`src/rtl/decoder_pkg.sv`:
```
// Shared types and helpers for the decode-permutation sequencer.
package decoder_pkg;

    localparam int NUM_ROUNDS_DEF = 24;
    localparam int NUM_STAGES     = 5;

    // Controller states; the encoding is visible on the debug port.
    typedef enum logic [3:0] {
        S_IDLE   = 4'd0,
        S_LD_RC  = 4'd1,
        S_W_RC   = 4'd2,
        S_LD_REV = 4'd3,
        S_W_REV  = 4'd4,
        S_LD_PER = 4'd5,
        S_W_PER  = 4'd6,
        S_LD_ROT = 4'd7,
        S_W_ROT  = 4'd8,
        S_LD_PAR = 4'd9,
        S_W_PAR  = 4'd10,
        S_NEXT   = 4'd11,
        S_DONE   = 4'd12,
        S_ERR    = 4'd13
    } state_e;

    // Stage order within one decode round.
    typedef enum logic [2:0] {
        STG_RC  = 3'd0,
        STG_REV = 3'd1,
        STG_PER = 3'd2,
        STG_ROT = 3'd3,
        STG_PAR = 3'd4
    } stage_e;

    // True for the launch states of the five stages.
    function automatic logic is_ld(input state_e s);
        return (s inside {S_LD_RC, S_LD_REV, S_LD_PER, S_LD_ROT, S_LD_PAR});
    endfunction

    // True for any state where a stage unit is being driven or awaited.
    function automatic logic is_stage(input state_e s);
        return (s inside {S_LD_RC, S_W_RC, S_LD_REV, S_W_REV, S_LD_PER,
                          S_W_PER, S_LD_ROT, S_W_ROT, S_LD_PAR, S_W_PAR});
    endfunction

    // Launch step: the unit accepts by dropping ready; progress beats timeout.
    function automatic state_e ld_step(input logic rdy, input logic expired,
                                       input state_e cur, input state_e nxt);
        state_e r;
        if (!rdy) begin
            r = nxt;
        end else if (expired) begin
            r = S_ERR;
        end else begin
            r = cur;
        end
        return r;
    endfunction

    // Wait step: the unit finishes by raising ready; completion beats timeout.
    function automatic state_e w_step(input logic rdy, input logic expired,
                                      input state_e cur, input state_e nxt);
        state_e r;
        if (rdy) begin
            r = nxt;
        end else if (expired) begin
            r = S_ERR;
        end else begin
            r = cur;
        end
        return r;
    endfunction

endpackage

```
`src/rtl/decoder_controller_if.sv`:
```
// Handshake bundle between the decode sequencer and its five stage units.
interface decoder_controller_if #(
    parameter int RW = 5
);
    logic          start;
    logic          ready_rc;
    logic          ready_rev;
    logic          ready_per;
    logic          ready_rot;
    logic          ready_par;
    logic          start_rc;
    logic          start_rev;
    logic          start_per;
    logic          start_rot;
    logic          start_par;
    logic [RW-1:0] round_idx;
    logic          ready;
    logic          done;
    logic          err;
    logic [3:0]    ps;

    modport master (
        input  start, ready_rc, ready_rev, ready_per, ready_rot, ready_par,
        output start_rc, start_rev, start_per, start_rot, start_par,
               round_idx, ready, done, err, ps
    );

    modport slave (
        output start, ready_rc, ready_rev, ready_per, ready_rot, ready_par,
        input  start_rc, start_rev, start_per, start_rot, start_par,
               round_idx, ready, done, err, ps
    );
endinterface

```
`src/rtl/dec_round_cnt.sv`:
```
// Round index down-counter; loads the last round and stops at zero.
module dec_round_cnt #(
    parameter int            RW       = 5,
    parameter logic [RW-1:0] LOAD_VAL = 5'd23
) (
    input  logic          clk,
    input  logic          rst,
    input  logic          load,
    input  logic          dec,
    output logic          zero,
    output logic [RW-1:0] q
);

    logic [RW-1:0] q_r;

    assign zero = (q_r == {RW{1'b0}});
    assign q    = q_r;

    // Counter register: reset/load to the last round, decrement without wrap.
    always_ff @(posedge clk) begin
        if (!rst) begin
            q_r <= LOAD_VAL;
        end else if (load) begin
            q_r <= LOAD_VAL;
        end else if (dec && !zero) begin
            q_r <= q_r - {{(RW-1){1'b0}}, 1'b1};
        end else begin
            q_r <= q_r;
        end
    end

endmodule

```
`src/rtl/decoder_controller.sv`:
```
// Sequencer for the inverse permutation datapath: runs the five inverse
// stages per round, rounds counting down, with a per-stage watchdog.
module decoder_controller
    import decoder_pkg::*;
#(
    parameter int NUM_ROUNDS = NUM_ROUNDS_DEF,
    parameter int RW         = 5,
    parameter int TO_W       = 8,
    parameter int TIMEOUT    = 200
) (
    input  logic                 clk,
    input  logic                 rst,
    decoder_controller_if.master bus
);

    localparam logic [RW-1:0]   RIDX_LOAD = RW'(NUM_ROUNDS - 1);
    localparam logic [TO_W-1:0] TO_LAST   = TO_W'(TIMEOUT - 1);

    state_e          ps_r;
    state_e          ns_s;
    logic [TO_W-1:0] wd_r;
    logic            wd_exp_s;
    logic            cnt_load_s;
    logic            cnt_dec_s;
    logic            cnt_zero_s;
    logic [RW-1:0]   cnt_q_s;

    logic            ready_r;
    logic            done_r;
    logic            err_r;
    logic            start_rc_r;
    logic            start_rev_r;
    logic            start_per_r;
    logic            start_rot_r;
    logic            start_par_r;

    // A stage that has reached its last allowed cycle and cannot progress times out.
    assign wd_exp_s = (wd_r >= TO_LAST);

    dec_round_cnt #(
        .RW       (RW),
        .LOAD_VAL (RIDX_LOAD)
    ) u_round_cnt (
        .clk  (clk),
        .rst  (rst),
        .load (cnt_load_s),
        .dec  (cnt_dec_s),
        .zero (cnt_zero_s),
        .q    (cnt_q_s)
    );

    // State register.
    always_ff @(posedge clk) begin
        if (!rst) begin
            ps_r <= S_IDLE;
        end else begin
            ps_r <= ns_s;
        end
    end

    // Next-state logic and round counter controls.
    always_comb begin
        ns_s       = S_IDLE;
        cnt_load_s = 1'b0;
        cnt_dec_s  = 1'b0;
        case (ps_r)
            S_IDLE: begin
                if (bus.start) begin
                    ns_s       = S_LD_RC;
                    cnt_load_s = 1'b1;
                end else begin
                    ns_s = S_IDLE;
                end
            end
            S_LD_RC:  ns_s = ld_step(bus.ready_rc,  wd_exp_s, S_LD_RC,  S_W_RC);
            S_W_RC:   ns_s = w_step (bus.ready_rc,  wd_exp_s, S_W_RC,   S_LD_REV);
            S_LD_REV: ns_s = ld_step(bus.ready_rev, wd_exp_s, S_LD_REV, S_W_REV);
            S_W_REV:  ns_s = w_step (bus.ready_rev, wd_exp_s, S_W_REV,  S_LD_PER);
            S_LD_PER: ns_s = ld_step(bus.ready_per, wd_exp_s, S_LD_PER, S_W_PER);
            S_W_PER:  ns_s = w_step (bus.ready_per, wd_exp_s, S_W_PER,  S_LD_ROT);
            S_LD_ROT: ns_s = ld_step(bus.ready_rot, wd_exp_s, S_LD_ROT, S_W_ROT);
            S_W_ROT:  ns_s = w_step (bus.ready_rot, wd_exp_s, S_W_ROT,  S_LD_PAR);
            S_LD_PAR: ns_s = ld_step(bus.ready_par, wd_exp_s, S_LD_PAR, S_W_PAR);
            S_W_PAR:  ns_s = w_step (bus.ready_par, wd_exp_s, S_W_PAR,  S_NEXT);
            S_NEXT: begin
                if (cnt_zero_s) begin
                    ns_s = S_DONE;
                end else begin
                    ns_s      = S_LD_RC;
                    cnt_dec_s = 1'b1;
                end
            end
            S_DONE: ns_s = S_IDLE;
            S_ERR: begin
                if (bus.start) begin
                    ns_s       = S_LD_RC;
                    cnt_load_s = 1'b1;
                end else begin
                    ns_s = S_ERR;
                end
            end
            default: ns_s = S_IDLE;
        endcase
    end

    // Watchdog: restarts on every stage launch, counts through launch and wait.
    always_ff @(posedge clk) begin
        if (!rst) begin
            wd_r <= {TO_W{1'b0}};
        end else if (is_ld(ns_s) && (ns_s != ps_r)) begin
            wd_r <= {TO_W{1'b0}};
        end else if (is_stage(ps_r)) begin
            wd_r <= wd_r + {{(TO_W-1){1'b0}}, 1'b1};
        end else begin
            wd_r <= {TO_W{1'b0}};
        end
    end

    // Moore outputs registered from the next state so they track ps exactly.
    always_ff @(posedge clk) begin
        if (!rst) begin
            ready_r     <= 1'b1;
            done_r      <= 1'b0;
            err_r       <= 1'b0;
            start_rc_r  <= 1'b0;
            start_rev_r <= 1'b0;
            start_per_r <= 1'b0;
            start_rot_r <= 1'b0;
            start_par_r <= 1'b0;
        end else begin
            ready_r     <= (ns_s == S_IDLE);
            done_r      <= (ns_s == S_DONE);
            err_r       <= (ns_s == S_ERR);
            start_rc_r  <= (ns_s == S_LD_RC);
            start_rev_r <= (ns_s == S_LD_REV);
            start_per_r <= (ns_s == S_LD_PER);
            start_rot_r <= (ns_s == S_LD_ROT);
            start_par_r <= (ns_s == S_LD_PAR);
        end
    end

    assign bus.ready     = ready_r;
    assign bus.done      = done_r;
    assign bus.err       = err_r;
    assign bus.start_rc  = start_rc_r;
    assign bus.start_rev = start_rev_r;
    assign bus.start_per = start_per_r;
    assign bus.start_rot = start_rot_r;
    assign bus.start_par = start_par_r;
    assign bus.round_idx = cnt_q_s;
    assign bus.ps        = ps_r;

endmodule
```
`src/flat_wrapper.sv`:
```
// flat-port wrapper written by rule: the top's interface ports become plain ports
module decoder_controller_flat import decoder_pkg::*;
#(
    parameter int NUM_ROUNDS = NUM_ROUNDS_DEF,
    parameter int RW         = 5,
    parameter int TO_W       = 8,
    parameter int TIMEOUT    = 200
)
  (clk, rst, bus_start, bus_ready_rc, bus_ready_rev, bus_ready_per, bus_ready_rot, bus_ready_par, bus_start_rc, bus_start_rev, bus_start_per, bus_start_rot, bus_start_par, bus_round_idx, bus_ready, bus_done, bus_err, bus_ps);
  decoder_controller_if #(.RW(RW)) bus_i ();
  input  logic clk;
  input  logic rst;
  input wire logic [$bits(bus_i.start)-1:0] bus_start;
  input wire logic [$bits(bus_i.ready_rc)-1:0] bus_ready_rc;
  input wire logic [$bits(bus_i.ready_rev)-1:0] bus_ready_rev;
  input wire logic [$bits(bus_i.ready_per)-1:0] bus_ready_per;
  input wire logic [$bits(bus_i.ready_rot)-1:0] bus_ready_rot;
  input wire logic [$bits(bus_i.ready_par)-1:0] bus_ready_par;
  output wire logic [$bits(bus_i.start_rc)-1:0] bus_start_rc;
  output wire logic [$bits(bus_i.start_rev)-1:0] bus_start_rev;
  output wire logic [$bits(bus_i.start_per)-1:0] bus_start_per;
  output wire logic [$bits(bus_i.start_rot)-1:0] bus_start_rot;
  output wire logic [$bits(bus_i.start_par)-1:0] bus_start_par;
  output wire logic [$bits(bus_i.round_idx)-1:0] bus_round_idx;
  output wire logic [$bits(bus_i.ready)-1:0] bus_ready;
  output wire logic [$bits(bus_i.done)-1:0] bus_done;
  output wire logic [$bits(bus_i.err)-1:0] bus_err;
  output wire logic [$bits(bus_i.ps)-1:0] bus_ps;
  assign bus_i.start = bus_start;
  assign bus_i.ready_rc = bus_ready_rc;
  assign bus_i.ready_rev = bus_ready_rev;
  assign bus_i.ready_per = bus_ready_per;
  assign bus_i.ready_rot = bus_ready_rot;
  assign bus_i.ready_par = bus_ready_par;
  assign bus_start_rc = bus_i.start_rc;
  assign bus_start_rev = bus_i.start_rev;
  assign bus_start_per = bus_i.start_per;
  assign bus_start_rot = bus_i.start_rot;
  assign bus_start_par = bus_i.start_par;
  assign bus_round_idx = bus_i.round_idx;
  assign bus_ready = bus_i.ready;
  assign bus_done = bus_i.done;
  assign bus_err = bus_i.err;
  assign bus_ps = bus_i.ps;
  decoder_controller #(.NUM_ROUNDS(NUM_ROUNDS), .RW(RW), .TO_W(TO_W), .TIMEOUT(TIMEOUT)) u_core (.clk(clk), .rst(rst), .bus(bus_i));
endmodule
```
`config.mk`:
```
export PLATFORM = sky130hd
export DESIGN_NAME = decoder_controller_flat
export DESIGN_NICKNAME = d
export VERILOG_FILES = /design/src/rtl/decoder_pkg.sv /design/src/rtl/decoder_controller_if.sv /design/src/rtl/dec_round_cnt.sv /design/src/rtl/decoder_controller.sv /design/src/flat_wrapper.sv
export SDC_FILE = /design/constraint.sdc
export NUM_CORES = 1
export LEC_CHECK = 0
export ABC_AREA = 1
export BUFFER_PORTS_ARGS = -buffer_cell sky130_fd_sc_hd__buf_2
export CAP_MARGIN = 20
export CELL_PAD_IN_SITES_DETAIL_PLACEMENT = 1
export CELL_PAD_IN_SITES_GLOBAL_PLACEMENT = 2
export CORE_AREA = 5 5 85 87
export CTS_BUF_LIST = sky130_fd_sc_hd__clkbuf_8 sky130_fd_sc_hd__clkbuf_16
export DETAILED_ROUTE_END_ITERATION = 10
export DIE_AREA = 0 0 90 92
export PLACE_DENSITY = 0.65
export SYNTH_ARGS = -nofsm -noshare
export SYNTH_HDL_FRONTEND = slang
export SYNTH_SLANG_ARGS = --single-unit
```
`constraint.sdc`:
```
create_clock -name clk -period 4.6 [get_ports clk]
set_clock_uncertainty 0.1 [all_clocks]
set_input_delay 0.23 -clock clk [delete_from_list [all_inputs] [get_ports clk]]
set_output_delay 0.23 -clock clk [all_outputs]
set_load 0.01 [all_outputs]
```
-- After elaboration in Yosys (flattened, before gate mapping)
Cells that the tools add are included.
- $add $sub $neg: 2
- magnitude comparators: 1
- equal/unequal tests: 20
- muxes and demuxes: 28
- bitwise logic cells: 2
- reduce and logical (&&, ||, !) cells: 11
- operators by type and width (operator ; count):
    two-way mux 4 bit ; 19
    case mux 4 bit (13 select lines) ; 1
    equality test 4 bit (second input constant) ; 8
    equality test 4 x 3 -> 1 bit (second input constant) ; 6
    equality test 4 x 2 -> 1 bit (second input constant) ; 3
    nonzero test 10 bit ; 1
    two-way mux 3 bit ; 3
    adder 8 x 1 -> 8 bit (second input constant) ; 1
    equality test 4 x 1 -> 1 bit (second input constant) ; 2
    greater-or-equal comparator 8 bit (second input constant) ; 1
    logical NOT 4 bit ; 2
    logical NOT 5 bit ; 1
    two-way mux 1 bit ; 5
    nonzero test 5 bit ; 1
    subtractor 5 x 1 -> 5 bit (second input constant) ; 1
    inequality test 4 bit ; 1
    OR reduction 2 bit ; 2
    OR reduction 3 bit ; 1
    logical AND 1 bit ; 2
    inverter 1 bit ; 2
    logical NOT 1 bit ; 1
- register bits: 25
- output and inout bits: 17
- logic and storage cells: 75

-- Longest topological paths before layout
Gate-level depths: netlist of the first run.
- word-level depth: 8
- gate-level depth with buffers: 16

-- By module
Synthesis of the first run repeated with hierarchy kept, for this count alone.
- cells, all modules: 250
- area total of the unflattened synthesis: 1604.0 um^2
- by module, submodules not included (module ; instances ; cells each ; area an instance (um^2) ; seq. area each (um^2)):
    decoder_controller ; 1 ; 206 ; 1301.2 ; 400.4
    dec_round_cnt ; 1 ; 44 ; 302.8 ; 100.1

-- Least setup slack after synthesis of the first run
OpenSTA, ideal clock, no wires.
- path type: reg-to-reg
- from: register u_core.ps_r[0], in the netlist u_core.bus.ps[0]
- to: register u_core.wd_r[4]
- setup time: 0.117 ns
- arrival: 1.651 ns
- path slack: 2.732 ns
- stages on the path, launching flop included: 15
- path buffers: 0
- clock period less this slack: 1.868 ns
- cells stage by stage: dfxtp_1 -> inv_1 -> nor2_4 -> nand3_1 -> nand2_1 -> nand2_1 -> and2_4 -> nand2_4 -> inv_1 -> nor2_1 -> nand2_1 -> nand2_1 -> nand2_2 -> nand2_4 -> nor2_1
- longest elaborated chain between the ends: 6
- elaborated cells between the ends (all ways): 25
- those cells by class: eq/ne: 18; mux: 1; bitwise: 1; reduce/logical: 5
- RTL lines (item ; line ; source):
    start, declared ; decoder_controller.sv:19 ; state_e ps_r;
    start signal, assigned ; decoder_controller.sv:57 ; ps_r <= ns_s;
    equality test 4 bit, or another cell as far along ; decoder_controller.sv:66 ; case (ps_r)
    case mux 4 bit (13 select lines) ; decoder_controller.sv:66 ;
    equality test 4 x 1 -> 1 bit, or another cell as far along ; decoder_pkg.sv:36 ; return (s inside {S_LD_RC, S_LD_REV, S_LD_PER, S_LD_ROT, S_LD_PAR});
    nonzero test 5 bit ; decoder_pkg.sv:36 ;
    logical AND 1 bit ; decoder_controller.sv:110 ; end else if (is_ld(ns_s) && (ns_s != ps_r)) begin
    OR reduction 3 bit (no line) * ; -- ;
    end signal, assigned ; decoder_controller.sv:109 ; wd_r <= {TO_W{1'b0}};
    end signal, assigned ; decoder_controller.sv:111 ; wd_r <= {TO_W{1'b0}};
    end signal, assigned ; decoder_controller.sv:113 ; wd_r <= wd_r + {{(TO_W-1){1'b0}}, 1'b1};
    end, declared ; decoder_controller.sv:21 ; logic [TO_W-1:0] wd_r;
Every way passes the cells marked *; elsewhere a longest branch is shown, timed or not.
A chain may end at the register's enable or synchronous reset.

-- Final worst setup path of the first run
- from: register u_core.ps_r[3], in the netlist u_core.bus.ps[3]
- to: register u_core.wd_r[3]
Same word-level chain as after synthesis.

==> key figures, run 1 <==
Floorplanning
  • Starting Density: 24.48%
  • Die area: 8280 µm²
  • Die Ht: 92 µm
  • Standard-cell rows: 29
  • Placeable Area: 6277 µm²
  • I/O pins: 25
  • Horizontal die dimension: 90 µm

Routing
  • DR WL/cell: 12.33 µm
  • Vias per Instance: 4.365
  • Wire length after detailed routing: 4255 µm
  • Violation count after the first detailed-routing iteration: 52
  • ANT nets after route: 0
  • Via total after detailed routing: 1506
  • Pre-Repair DR Iteration Count: 4
  • Number of remaining DRC errors: 0

Placement
  • Pre-CTS setup slack: 2.247 ns
  • Number of buffers inserted by port buffering: 24
  • Detail Placement HPWL: 3600 µm
  • RePlAce Congestion: 0.7672
  • Placement Cell Area: 1742 µm²

Yosys
  • Prevailing post-synth register cell: dfxtp_1
  • Ys async rst share: 0%
  • Synth warnings: 0
  • Netlist area before placement: 1536 µm²
  • Flop and latch count out of synthesis: 25
  • Count of distinct cell types in the synthesized netlist: 27
  • Syn Nets: 252
  • Mean instance size in the synthesized netlist: 6.375 µm²
  • Number of flops mapped to enable cells by yosys: 0
  • Sequential fraction of the synthesis area: 32.57%
  • Synthesized instance count: 241

Critical path
  • Ordered cell list for the critical path: inv_1, nor2_1, nand2_1, o21ai_0, nor2_1, nand2_2, inv_2, nand2_1, inv_1, nand2_1, nand2_1, nand2_2, nand2_4, nor2_1
  • Worst setup path category: reg2reg
  • Critical path endpoint category: register
  • Critical path arrival: 2.45 ns
  • Required time of the critical path: 4.71 ns
  • Total buffers and inverters traversed by the critical path: 3
  • Slowest-stage cell, CP: dfxtp_1
  • Cell repeated most along the worst path: nand2_1
  • Family of cells with the greatest summed delay on the critical path: simple AND/OR/NAND/NOR gates
  • CP peak stage delay: 0.67 ns
  • Critical Path Start Type: register
  • Max FO, Critical Path: 8

Timing
  • Shortest clock period the worst path allows after layout: 2.342 ns
  • Final Hold Fails: 0
  • Final critical-path share of the clock period: 50.91%
  • Normalized max-slew margin: 64.04%
  • Unrepaired setup endpoints after global routing: no
  • Final setup violation count: 0
  • Worst slack on hold paths: 0.08357 ns
  • Total count of max-transition violations in the final report: 0
  • Setup TNS: 0 ns
  • Measured slew at the worst slew-check pin: 0.5386 ns
  • Maximum clock rate: 427.0 MHz
  • Crit path setup slack, layout: 2.258 ns

CTS
  • H-tree depth reported by CTS: 1
  • Number of gates resized after CTS: 0
  • Hold-fix buffers at CTS: 0
  • CTS tree: yes
  • Total number of clock tree sinks: 25
  • Number of buffers on the longest clock path: 2
  • CTS buffer count: 3
  • Clock root cell: clkbuf_8
  • Clock input transition at the sequential cells of the worst setup and hold paths: 0.09 ns
  • Setup repair bufs after CTS: 0
  • Worst-skew pair later-pin latency: 0.26 ns

Cells and area
  • Final nets: 280
  • Layout Area Growth over Synthesis: 16.37%
  • Antenna diode count: 0
  • Proportion of layout cells with a drive suffix above 1: 16.42%
  • Final instance area: 1788 µm²

Global route
  • Wire length of the first global-routing pass: 7527 µm
  • Aggregate global-route resource usage: 10.67%
  • Total congestion overflow: 0
  • Initial antenna violation count: 0
  • Via count of the first global-routing pass: 1572
  • Largest net degree at the start of global routing: 15

Power and ir drop
  • Lkg Pwr: 0.9352 nW
  • Power Density: 277.7 nW/µm²
  • VDD IR max: 0.1512 mV

Hold path
  • Type of the tightest min-delay check: in2reg

Flow run
  • Max cap viols: 0

Outcome
  • Result of the run: finished, final reports clean
[where the power goes]
part	leakage, nW	total (mW)	switching (mW)	internal [mW]
clock	0.0255	0.128	0.0676	0.0605
sequential	0.203	0.239	0.0118	0.227
combinational	0.707	0.130	0.0890	0.0407
[placed cells by master (no fill, tap or decap), types with 3 or more instances in the layout]
| cell type | Yosys | routed |
|---|---|---|
| inv_1 | 34 | 34 |
| nand2_1 | 68 | 68 |
| clkbuf_8 | 0 | 3 |
| nand4_1 | 4 | 4 |
| nor3_1 | 5 | 5 |
| xor2_1 | 3 | 3 |
| ha_1 | 3 | 3 |
| a21oi_1 | 4 | 4 |
| nand3_1 | 21 | 21 |
| inv_2 | 3 | 3 |
| nand2_4 | 3 | 3 |
| nor2_4 | 3 | 3 |
| dfxtp_1 | 25 | 25 |
| nor2_1 | 39 | 39 |
| nand2_2 | 3 | 3 |
| o21ai_0 | 7 | 7 |
| buf_2 | 0 | 24 |
[through the flow]
step / total power, mW / util (%) / instances
CTS: 0.5098 / 28.48 / 345
global placement: 0.3772 / 27.75 / 341
floorplan: 0.3328 / - / 241
detailed placement: 0.3760 / 27.75 / 341
finish: 0.4965 / 28.48 / 345
global route: 0.5391 / 28.48 / 345
[cells by family after synthesis]
kind of cell | count (synthesis) | synth area share, %
flip-flops | 25 | 32.57
XOR/XNOR | 5 | 2.851
adder cells (fa/ha/maj) | 3 | 2.443
buffers and inverters | 38 | 9.772
AO/OA/AOI/OAI | 18 | 6.759
AND/OR/NAND/NOR | 152 | 45.60
[cell type report]
class	count	area, µm²
clock buffers	3	41.29
flip-flops and latches	25	500.5
multi-input cells	178	885.9
inverters	37	138.9
clock inverters	1	5.005
fillers	828	4489
well taps	77	96.34
repair buffers	24	120.1
[cells in the mapped netlist, types with 2 or more instances]
cell,count,area (µm²)
nand2_1,68,255.2
nor2_1,39,146.4
inv_1,34,127.6
dfxtp_1,25,500.5
nand3_1,21,105.1
o21ai_0,7,35.03
nor3_1,5,25.02
a21oi_1,4,20.02
nand4_1,4,25.02
ha_1,3,37.54
inv_2,3,11.26
nand2_2,3,18.77
nand2_4,3,33.78
nor2_4,3,33.78
xor2_1,3,26.28
nor4_1,2,12.51
o211ai_1,2,15.01
o21ai_1,2,10.01
xnor2_1,2,17.52
[worst paths after layout]
kind	from	to	slack, ns	depth (start not counted)
worst max-delay path	u_core.bus.ps[3]$_SDFF_PN0_	u_core.wd_r[3]$_SDFF_PP0_	2.26	14
worst min-delay path	rst	u_core.bus.ready$_SDFF_PN1_	0.08	2
worst max register to register	u_core.bus.ps[3]$_SDFF_PN0_	u_core.wd_r[3]$_SDFF_PP0_	2.26	14
worst min register to register	u_core.wd_r[0]$_SDFF_PP0_	u_core.wd_r[0]$_SDFF_PP0_	0.35	1
[sequential cells by signal, summed over array words and instances (netlist names)]
register,flops
u_core.bus.done,1
u_core.bus.start_rc,1
u_core.bus.ready,1
u_core.bus.ps,4
u_core.bus.start_par,1
u_core.bus.start_per,1
u_core.bus.start_rot,1
u_core.u_round_cnt.q,5
u_core.wd_r,8
u_core.bus.start_rev,1
u_core.bus.err,1
[worst reg2reg max path, stage by stage (launching register included)]
cell	delay, ns
dfxtp_1	0.67
inv_1	0.21
nor2_1	0.21
nand2_1	0.10
o21ai_0	0.15
nor2_1	0.09
nand2_2	0.14
inv_2	0.05
nand2_1	0.08
inv_1	0.05
nand2_1	0.08
nand2_1	0.07
nand2_2	0.09
nand2_4	0.08
nor2_1	0.11
[per-layer routing]
layer	up-vias	track usage, %	wire length [µm]
met2	14	18.17	2006
met3	2	2.209	90
met4	0	1.489	18
met1	677	14.23	2140
li1	813	-	-
met5	-	0	0
Power figures use the tool's default switching activity.
==> run 2: changes to the inputs <==
--- a/config.mk
+++ b/config.mk
@@ -5,16 +5,16 @@
 export SDC_FILE = /design/constraint.sdc
 export NUM_CORES = 1
 export LEC_CHECK = 0
-export ABC_AREA = 1
+export ABC_AREA = 0
 export BUFFER_PORTS_ARGS = -buffer_cell sky130_fd_sc_hd__buf_2
 export CAP_MARGIN = 20
 export CELL_PAD_IN_SITES_DETAIL_PLACEMENT = 1
 export CELL_PAD_IN_SITES_GLOBAL_PLACEMENT = 2
-export CORE_AREA = 5 5 85 87
+export CORE_AREA = 5 5 83 85
 export CTS_BUF_LIST = sky130_fd_sc_hd__clkbuf_8 sky130_fd_sc_hd__clkbuf_16
 export DETAILED_ROUTE_END_ITERATION = 10
-export DIE_AREA = 0 0 90 92
-export PLACE_DENSITY = 0.65
+export DIE_AREA = 0 0 88 90
+export PLACE_DENSITY = 0.6
 export SYNTH_ARGS = -nofsm -noshare
 export SYNTH_HDL_FRONTEND = slang
 export SYNTH_SLANG_ARGS = --single-unit
==> constraint.sdc (replaced) <==
create_clock -name clk -period 2.24 [get_ports clk]
set_clock_uncertainty 0.1 [all_clocks]
set_input_delay 0.112 -clock clk [delete_from_list [all_inputs] [get_ports clk]]
set_output_delay 0.112 -clock clk [all_outputs]
set_load 0.01 [all_outputs]
==> run 2 against run 1 <==
Area after synthesis fell by 3.8%. Combinational power grew 90%. Sequential share of layout area shrank 2.1 points. Register-to-register slack got worse by 2.2 ns. Via count is 4.7% lower. Critical path depth down 6. Worst hold slack better by 0.040 ns. Maximum frequency grew 7.2%. Setup slack worse by 2.2 ns. Highest routed layer unchanged.
==> key figures, run 2 <==
Outcome
  • Result of the run: finished, final reports clean

Yosys
  • Synthesized instance count: 172 (-29%)
  • Prevailing post-synth register cell: dfxtp_1
  • Simple-gate area share of the yosys netlist: 28.87% (-17 points)
  • Multiplexer area fraction after synthesis: 3.810% (+3.8 points)
  • Main combinational cell family by area after synthesis: simple AND/OR/NAND/NOR gates
  • Synth warnings: 0 (unchanged)
  • Netlist area before placement: 1478 µm² (-3.8%)
  • Ranking of synthesized cells by instance count: 25 x dfxtp_1, 14 x nand2_1, 9 x a21oi_1, 9 x nand3_1, 9 x nor2_1
  • Number of flops mapped to enable cells by yosys: 0 (unchanged)
  • Area fraction of the dominant cell type after synthesis: 33.87% (+1.3 points)
  • Count of distinct cell types in the synthesized netlist: 53 (+96%)
  • Ys async rst share: 0% (unchanged)
  • Sequential fraction of the synthesis area: 33.87% (+1.3 points)
  • Area share of fa/ha/maj cells after synthesis: 2.540% (+0.097 points)
  • Mean instance size in the synthesized netlist: 8.591 µm² (+35%)
  • Syn Nets: 183 (-27%)
  • Leading cell types by total area after synthesis: dfxtp_1 34%, nand2_1 3.6%, xor2_1 3.6%
  • Flop and latch count out of synthesis: 25 (unchanged)
  • Area fraction in compound gates after synthesis: 20.24% (+13 points)
  • Share of the synthesized netlist area taken by xor and xnor gates: 6.520% (+3.7 points)
  • Library cell occupying the most area in the post-synthesis netlist: dfxtp_1
  • Most common cell in the synthesized netlist: dfxtp_1

Cells and area
  • Final nets: 226 (-19%)
  • Most common cell after layout, fill and taps aside: buf_2
  • Register with the most flip-flops: u_core.wd_r
  • Proportion of layout cells with a drive suffix above 1: 37.38% (+21 points)
  • Count of non-filler cells in the finished layout: 291 (-16%)
  • Number of inserted filler cells in the final layout: 732 (-12%)
  • Commonest non-fill, non-tap cells in the layout: 24 x buf_2, 20 x buf_4, 19 x dfxtp_1, 14 x nand2_1
  • Antenna diode count: 0 (unchanged)
  • Area taken by flip-flops and latches: 508.0 µm² (+1.5%)
  • Layout Area Growth over Synthesis: 32.85%
  • Area of combinational cells with multiple inputs: 998.5 µm² (+13%)
  • Number of flip-flops under the largest register name: 8 (unchanged)

Power and ir drop
  • Power Density: 510.0 nW/µm² (+84%)
  • Clock group share of total power: 26.8% (+1.0 points)
  • Lkg Pwr: 0.8212 nW (-12%)
  • Part of the power in registers: 48.5% (+0.4 points)
  • VDD IR max: 0.2695 mV (+78%)
  • Internal: 0.7030 mW (+110%)
  • Net switching power figure: 0.2982 mW (+77%)
  • Combinational fraction of design power: 24.7% (-1.4 points)
  • Sw Ratio: 29.78% (-4.1 points)

CTS
  • Clock input transition at the sequential cells of the worst setup and hold paths: 0.09 ns (about the same)
  • CTS buffer count: 3 (unchanged)
  • Worst-skew pair later-pin latency: 0.27 ns (about the same)
  • Total number of clock tree sinks: 25 (unchanged)
  • Number of buffers on the longest clock path: 2 (unchanged)
  • CTS tree: yes
  • Clock root cell: clkbuf_8
  • H-tree depth reported by CTS: 1 (unchanged)

Timing
  • Final critical-path share of the clock period: 97.53% (+47 points)
  • Unrepaired setup endpoints after global routing: no
  • Shortest clock period the worst path allows after layout: 2.185 ns (-0.1569 ns)
  • Normalized max-slew margin: 72.26% (+8.2 points)
  • Total count of max-transition violations in the final report: 0 (unchanged)
  • Maximum clock rate: 457.7 MHz (+7.2%)
  • Crit path setup slack, layout: 0.05522 ns (-2.203 ns)
  • Final Hold Fails: 0 (unchanged)
  • Setup TNS: 0 ns (unchanged)
  • Measured slew at the worst slew-check pin: 0.4161 ns (-0.1225 ns)
  • Final setup violation count: 0 (unchanged)

Routing
  • Violation count after the first detailed-routing iteration: 88 (+69%)
  • Via total after detailed routing: 1435 (-4.7%)
  • Number of remaining DRC errors: 0 (unchanged)
  • Wire length after detailed routing: 4613 µm (+8.4%)
  • ANT nets after route: 0 (unchanged)
  • DR WL/cell: 15.85 µm (+29%)
  • Vias per Instance: 4.931 (+13%)
  • Pre-Repair DR Iteration Count: 4 (unchanged)

Global route
  • Largest net degree at the start of global routing: 17 (+2)
  • Via count of the first global-routing pass: 1504 (-4.3%)
  • Total congestion overflow: 0 (unchanged)
  • Aggregate global-route resource usage: 11.60% (+0.94 points)
  • Initial antenna violation count: 0 (unchanged)
  • Wire length of the first global-routing pass: 7438 µm (-1.2%)

Hold path
  • Type of the tightest min-delay check: in2reg

Critical path
  • Worst setup path category: reg2reg
  • Critical path endpoint category: register
  • Critical Path Start Type: register
  • Max FO, Critical Path: 16 (+8)
  • Required time of the critical path: 2.32 ns (-2.39 ns)
  • Critical path arrival: 2.26 ns (-0.19 ns)

Flow run
  • Max cap viols: 0 (unchanged)

Placement
  • Detail Placement HPWL: 3656 µm (+1.5%)
  • Pre-CTS setup slack: -0.02807 ns (-2.275 ns)
  • DP Cell Count: 280 (-18%)
  • Number of buffers inserted by port buffering: 24 (unchanged)
  • RePlAce Congestion: 0.8007 (+4.4%)

Floorplanning
  • Die Ht: 90 µm (-2.2%)
  • Placeable Area: 6132 µm² (-2.3%)
  • Die area: 7920 µm² (-4.3%)
  • I/O pins: 25 (unchanged)
  • Standard-cell rows: 29 (unchanged)
  • Starting Density: 24.10% (-0.38 points)
  • Horizontal die dimension: 88 µm (-2.2%)
run 2: cell count changes after synthesis, moves of 4 or more:
cell / previous run / this run
and2_1: 0 / 5
inv_1: 34 / 6
nand2_1: 68 / 14
nand2b_1: 0 / 6
nor2_1: 39 / 9
buf_2: 0 / 7
nand3_1: 21 / 9
a21oi_1: 4 / 9
nor3b_1: 0 / 4
run 2: metal layers:
metal	global-route usage [%]	wire [µm]
met1	12.98	1931
met2	21.73	2427
met3	2.559	171
met4	2.558	82
met5	0	0
run 2: final cells by class:
cell class / instances / share of cell area (%)
multi-input combinational: 133 / 50.86
sequential: 25 / 25.88
timing repair buffer: 46 / 14.85
tap: 77 / 4.908
clock buffer: 3 / 2.103
inverter: 6 / 1.147
clock inverter: 1 / 0.2549
run 2: worst paths after layout:
path                                from  slack [ns]  cells after the start                                   end
max          u_core.bus.ps[3]$_SDFF_PN0_        0.06                      8            u_core.bus.done$_SDFF_PN0_
min                            bus_start        0.12                      3  u_core.u_round_cnt.q[2]$_SDFFE_PP1P_
max reg2reg  u_core.bus.ps[3]$_SDFF_PN0_        0.06                      8            u_core.bus.done$_SDFF_PN0_
min reg2reg    u_core.wd_r[0]$_SDFF_PP0_        0.42                      2             u_core.wd_r[0]$_SDFF_PP0_
run 2: power groups by stage:
stage | clock [mW] | combinational (mW) | sequential (mW)
6_report | 0.269 | 0.247 | 0.485
5_1_grt | 0.299 | 0.268 | 0.488
4_1_cts | 0.284 | 0.217 | 0.486
3_5_place_dp | 0 | 0.213 | 0.496
3_3_place_gp | 0 | 0.209 | 0.492
2_1_floorplan | 0 | 0.141 | 0.486
run 2: metrics by stage:
| stage | util [%] | hold slack [ns] | total power [mW] | instance area (µm²) |
|---|---|---|---|---|
| after CTS | 29.97 | 0.1277 | 0.9869 | 1838 |
| final | 32.01 | 0.1238 | 1.001 | 1963 |
| after detailed placement | 28.83 | 0.2727 | 0.7085 | 1768 |
| after floorplan | - | 0.09199 | 0.6265 | 1478 |
| after global placement | 28.83 | 0.2796 | 0.7016 | 1768 |
| after global routing | 32.01 | 0.1627 | 1.056 | 1963 |
run 2: worst max-delay path, cell delays in order (launching register included):
cell and delay [ns]:
dfxtp_2 0.35, buf_4 0.15, buf_4 0.18, o21ai_1 0.19, a211oi_2 0.11, a311oi_1 0.26
nand4_1 0.23, or2b_1 0.29, nor4_1 0.21
run 2: repair_timing:
item | in CTS | in global routing
setup endpoints to repair | 9 | 19
buffers inserted | 0 | 6
pin swaps | 3 | 6
hold endpoints to repair | 1 | 0
hold buffers | 1 | 0
resized for setup | 5 | 24
run 2: cells by family after synthesis:
logic type      count (synthesis)
buf+inv                        14
fa+ha+maj                       3
simple gates                   76
xor+xnor                       11
mux                             5
flops                          25
compound gates                 38
